## src/rtl/serial_bit_source.sv

```systemverilog
// Parallel-to-serial word source driving the "101" detector's x input, MSB first.
// Optional SER_PRELOAD_EN adds a one-entry holding buffer for gapless word streaming.
module serial_bit_source #(
    parameter int unsigned WIDTH = 8
) (
    input  logic             clk,
    input  logic             reset_n,
    input  logic [WIDTH-1:0] data_in,
    input  logic             in_valid,
    output logic             in_ready,
    input  logic             hold,
    output logic             x_out,
    output logic             x_valid,
    output logic             x_last
);

    localparam int unsigned CNT_W = (WIDTH > 1) ? $clog2(WIDTH) : 1;
    localparam logic [CNT_W-1:0] CNT_MAX = CNT_W'(WIDTH - 1);

    typedef enum logic {
        IDLE  = 1'b0,
        SHIFT = 1'b1
    } state_t;

    state_t           state;
    state_t           state_d;
    logic [WIDTH-1:0] sreg;
    logic [WIDTH-1:0] sreg_d;
    logic [CNT_W-1:0] cnt;
    logic [CNT_W-1:0] cnt_d;
    logic             accept;
    logic             word_end;

`ifdef SER_PRELOAD_EN
    logic [WIDTH-1:0] pbuf;
    logic [WIDTH-1:0] pbuf_d;
    logic             buf_full;
    logic             buf_full_d;

    assign in_ready = !buf_full;
`else
    assign in_ready = (state == IDLE);
`endif

    assign accept   = in_valid && in_ready;
    assign word_end = (state == SHIFT) && !hold && (cnt == '0);

    // Outputs decode registered state only; x_out is forced low between words.
    assign x_valid = (state == SHIFT);
    assign x_out   = x_valid && sreg[WIDTH-1];
    assign x_last  = x_valid && (cnt == '0);

    always_ff @(posedge clk or negedge reset_n) begin
        if (!reset_n) begin
            state    <= IDLE;
            sreg     <= '0;
            cnt      <= '0;
`ifdef SER_PRELOAD_EN
            pbuf     <= '0;
            buf_full <= 1'b0;
`endif
        end else begin
            state    <= state_d;
            sreg     <= sreg_d;
            cnt      <= cnt_d;
`ifdef SER_PRELOAD_EN
            pbuf     <= pbuf_d;
            buf_full <= buf_full_d;
`endif
        end
    end

    always_comb begin
        state_d = state;
        sreg_d  = sreg;
        cnt_d   = cnt;
`ifdef SER_PRELOAD_EN
        pbuf_d     = pbuf;
        buf_full_d = buf_full;
`endif
        case (state)
            IDLE: begin
                if (accept) begin
                    sreg_d  = data_in;
                    cnt_d   = CNT_MAX;
                    state_d = SHIFT;
                end
            end
            SHIFT: begin
                if (!hold) begin
                    sreg_d = sreg << 1;
                    cnt_d  = cnt - 1'b1;
                end
                if (word_end) begin
`ifdef SER_PRELOAD_EN
                    // Buffered word wins; otherwise a same-edge accept bypasses the buffer.
                    if (buf_full) begin
                        sreg_d     = pbuf;
                        cnt_d      = CNT_MAX;
                        buf_full_d = 1'b0;
                    end else if (accept) begin
                        sreg_d = data_in;
                        cnt_d  = CNT_MAX;
                    end else begin
                        state_d = IDLE;
                        cnt_d   = '0;
                    end
`else
                    state_d = IDLE;
                    cnt_d   = '0;
`endif
                end
`ifdef SER_PRELOAD_EN
                if (!word_end && accept) begin
                    pbuf_d     = data_in;
                    buf_full_d = 1'b1;
                end
`endif
            end
            default: state_d = IDLE;
        endcase
    end

endmodule

```

## config.mk

```make
export PLATFORM = sky130hd
export DESIGN_NAME = serial_bit_source
export DESIGN_NICKNAME = d
export VERILOG_FILES = /design/src/rtl/serial_bit_source.sv
export SDC_FILE = /design/constraint.sdc
export NUM_CORES = 1
export LEC_CHECK = 0
export CAP_MARGIN = 20
export CELL_PAD_IN_SITES_DETAIL_PLACEMENT = 0
export CELL_PAD_IN_SITES_GLOBAL_PLACEMENT = 2
export CORE_MARGIN = 4
export CORE_UTILIZATION = 32
export CTS_BUF_LIST = sky130_fd_sc_hd__clkbuf_16
export CTS_CLUSTER_DIAMETER = 100
export CTS_CLUSTER_SIZE = 16
export DETAILED_ROUTE_END_ITERATION = 8
export GPL_ROUTABILITY_DRIVEN = 0
export PLACE_DENSITY_LB_ADDON = 0.25
export SLEW_MARGIN = 20
export SYNTH_ARGS = -nofsm -noshare
export SYNTH_HDL_FRONTEND = slang
export SYNTH_SLANG_ARGS = --single-unit
```

## constraint.sdc

```tcl
create_clock -name clk -period 2.9 [get_ports clk]
set_clock_uncertainty 0.05 [all_clocks]
set_input_delay 0.58 -clock clk [delete_from_list [all_inputs] [get_ports clk]]
set_output_delay 0.58 -clock clk [all_outputs]
set_load 0.05 [all_outputs]
```

Word level (Yosys, flattened, before mapping)
Cells that the tools add are included.
W data, S select, Z words.
- eq/ne operators: 3
- bitwise gates (word level): 1
- muxes and demuxes: 10
- add/sub/neg operators: 1
- reductions and logical operators: 9
- operators by type and width (operator ; number):
    $mux W8 ; 2
    $pmux W8 S2 ; 1
    $mux W3 ; 3
    $pmux W3 S2 ; 1
    $logic_and A1 B1 Y1 ; 5
    $reduce_and A2 Y1 ; 2
    $logic_not A3 Y1 ; 1
    $ne A3 B2 Y1 const B ; 1
    $sub A3 B1 Y3 const B ; 1
    $mux W1 ; 2
    $ne A2 B1 Y1 const B ; 1
    $ne A2 B2 Y1 const B ; 1
    $pmux W1 S2 ; 1
    $logic_not A1 Y1 ; 1
    $not A1 Y1 ; 1
- output and inout port bits: 4
- register bits after elaboration: 12
- input bits: 12
- logic and storage cells: 27

Logic depth before layout (Yosys ltp)
Gate-level depths: netlist of the first run.
- word-level depth: 5
- gate-level depth with buffers: 5

Worst setup path after synthesis of the first run
Ideal clock, no wire load.
- kind: flip-flop to output port
- start: register state (netlist: x_valid)
- end: output x_out
- cell stages (with the launch flop): 4
- arrival: 1462 ps
- path slack: 808 ps
- cell sequence: dfrtp_1 > buf_6 > buf_4 > and2_1
- word-level cells in the longest chain between the ends: 1
- ends and longest elaborated chain (item ; line ; RTL):
    start: declaration ; 25 ; state_t state;
    start signal: assignment ; 63 ; state <= state_d;
    $logic_and A1 B1 Y1 ; 50 ; assign x_out = x_valid && sreg[WIDTH-1];
    end: declaration ; 12 ; output logic x_out,
Every way passes these cells.

Worst setup path in the final report of the first run
- start: register cnt[0]
- end: output x_last
- word-level cells in the longest chain between the ends: 2
- ends and longest elaborated chain (item ; line ; RTL):
    start: declaration ; 29 ; logic [CNT_W-1:0] cnt;
    start signal: assignment ; 65 ; cnt <= cnt_d;
    $logic_not A3 Y1 ; 51 ; assign x_last = x_valid && (cnt == '0);
    $logic_and A1 B1 Y1 ; 51 ;
    end: declaration ; 14 ; output logic x_last
Every way passes these cells.

==> qor.yml, run 1 <==
rsz0062_at_grt: "false"
hold_viol: 0
dp_cells: 104
io_buffers: 15
track_usage_pct: 11.38
dp_slack_ns: 0.5241
worst_setup_path_end_kind: "output port"
crit_type: "reg -> out"
sw_frac_of_total_pct: 34.94
final_cell_mix: "clkdlybuf4s50_1 (15), dfrtp_1 (12), a21oi_1 (7), mux2i_1 (7)"
post_cts_resized: 0
post_cts_buffers: 0
clkPwrFrac_pct: 27.9
tns_ns: 0
wl_per_cell_um: 13.06
period_share_pct: 90.45
min_path_cells: 1
ir_drop_mv: 0.3842
dp_hpwl_um: 1020
drc_errors: 0
numCtsBuffers: 3
hold_class: "reg -> reg"
cap_violations: 0
drive_above_1_share_pct: 10.00
dieArea_um2: 2947
clkLatencyLatePin_ns: 0.24
start_kind: "register"
core_area_um2: 2002
grt_pass1_wl_um: 2235
synthDistinctLibCells: 22
fin_nets: 96
arrival_ns: 1.99
rows: 16
grt_pass1_vias: 466
placed_area_um2: 839.6
synth.avg_cell_area_um2: 10.55
reg2regPathDepth: 5
layout_min_cycle_time_ns: 2.623
combPwrFrac_pct: 38.4
cts_tree: "yes"
drt-vias-per-instance: 4.776
use_met1_pct: 14.92
netlist_area_um2: 685.7
cp_max_fo: 4
final_area_um2: 914.6
post-route-util_pct: 45.69
slew_headroom_pct: 62.98
power_density_nw_per_um2: 970.7
die_h_um: 54.29
syn_nets: 79
p_seq_share_pct: 33.6
p_switching_w: 0.0003102
power.internal_w: 0.0005776
firstDrtPassIters: 2
layout_commonest_cell: "clkdlybuf4s50_1"
instances_no_fill: 107
yosysSeqAreaShare_pct: 43.80
io-pin-count: 16
cts_max_path_buffers: 2
clock-root-buffer: "clkbuf_16"
ys_warn_count: 0
path_clk_slew_ns: 0.04
power.leakage_nw: 0.4251
antenna_found_initial: 0
drtAntennaViolNets: 0
tightest_slew_ns: 0.5535
cts_num_sinks: 12
synth_cells: 65
hold_buffers: 0
setup_viol: 0
initial_utilization_pct: 34.25
dieWidth_um: 54.29
worstPathRequired_ns: 2.27
grt_use_met2_pct: 15.34
drt-total-wl_um: 1397
globalRouteMet3Util_pct: 3.542
drt_iter0_drc: 4
outcome: "finished clean"
grt-ovfl-total: 0
top_usage_layer: "met2"
cts_max_level: 1
final.setup.worst_slack_ns: 0.2769
slew_viol_final: 0
diodes: 0
fmax_ghz: 0.3812
grt_max_degree: 17
vias: 511
ys_ff_latch: 12
syn_to_final_growth_pct: 33.39
-- per-stage QoR --
stage	hold slack, ns	total power [W]
after floorplan	0.2344	0.0005508
after global placement	0.4445	0.0006408
after detailed placement	0.4534	0.0006481
after CTS	0.4631	0.0009031
after global routing	0.4810	0.0009523
final	0.4566	0.0008878
-- power groups by stage --
stage / sequential [W] / combinational [W] / clock (W)
2_1_floorplan: 0.000291 / 0.000260 / 0
3_3_place_gp: 0.000300 / 0.000341 / 0
3_5_place_dp: 0.000301 / 0.000347 / 0
4_1_cts: 0.000300 / 0.000348 / 0.000256
5_1_grt: 0.000313 / 0.000376 / 0.000263
6_report: 0.000299 / 0.000341 / 0.000248
-- logic make-up (layout without fill, tap and decap cells) --
family | count (synthesis) | count (layout) | share of synthesized area (%)
adder cells (fa/ha/maj) | 2 | 2 | 3.649
flip-flops | 12 | 12 | 43.80
AND/OR/NAND/NOR | 15 | 15 | 14.41
AO/OA/AOI/OAI | 19 | 19 | 19.16
multiplexers | 7 | 7 | 10.22
buffers and inverters | 10 | 25 | 8.758
-- flip-flops by register name, summed over array words and instances, names as in the netlist --
register and cells:
sreg 8, cnt 3, x_valid 1
-- worst max-delay path: stages, from the launching register on --
cell and delay [ns]:
dfrtp_1 0.38, inv_1 0.06, ha_1 0.14, ha_1 0.20
and2_1 0.16, clkdlybuf4s50_1 0.80
-- path summary, 6_finish.rpt --
path | slack, ns | endpoint | from
max in group asynchronous | 1.80 | sreg[6]$_DFFE_PN0P_ | reset_n
worst max register to register | 1.61 | cnt[0]$_DFFE_PN0P_ | cnt[0]$_DFFE_PN0P_
min in group asynchronous | 0.65 | x_valid$_DFF_PN0_ | reset_n
worst min-delay path | 0.46 | cnt[2]$_DFFE_PN0P_ | cnt[2]$_DFFE_PN0P_
worst max-delay path | 0.28 | x_last | cnt[0]$_DFFE_PN0P_
worst min register to register | 0.46 | cnt[2]$_DFFE_PN0P_ | cnt[2]$_DFFE_PN0P_
-- metal layers --
metal	up-vias	routed length, µm
li1	265	-
met1	231	696
met2	11	584
met3	4	83
met4	0	33
met5	-	0
-- synth_stat cells, drive strengths merged --
cell,number,area (µm²)
o22ai,1,6.260
nor2,3,13.77
mux2i,7,70.07
nand3,1,5.000
inv,6,22.52
nor3,1,5.000
a21oi,8,43.79
nand2,1,3.750
o221ai,1,8.760
and2,2,12.51
a211oi,6,45.04
buf,4,37.53
and2b,6,45.04
dfrtp,12,300.3
a221o,1,10.01
nand2b,1,13.76
o22a,2,17.52
ha,2,25.02
-- final cells by class --
cell class | instances | area (µm²)
multi-input cells | 43 | 325.3
flip-flops and latches | 12 | 300.3
clock buffers | 3 | 75.07
repair buffers | 16 | 157.7
inverters | 6 | 22.52
fillers | 198 | 1087
well taps | 27 | 33.78
Power figures use the tool's default switching activity.
==> inputs of run 2 (changes only) <==
CTS_CLUSTER_DIAMETER = 80   (was 100)
==> results of run 2 <==
Same layout as run 1: the final DEF is identical, and so are final timing and power.
==> inputs of run 3 (changes only) <==
ABC_AREA = 0   (was unset)
SKIP_LAST_GASP = 1   (was unset)
==> results of run 3 <==
Same layout as run 1: the final DEF is identical, and so are final timing and power.
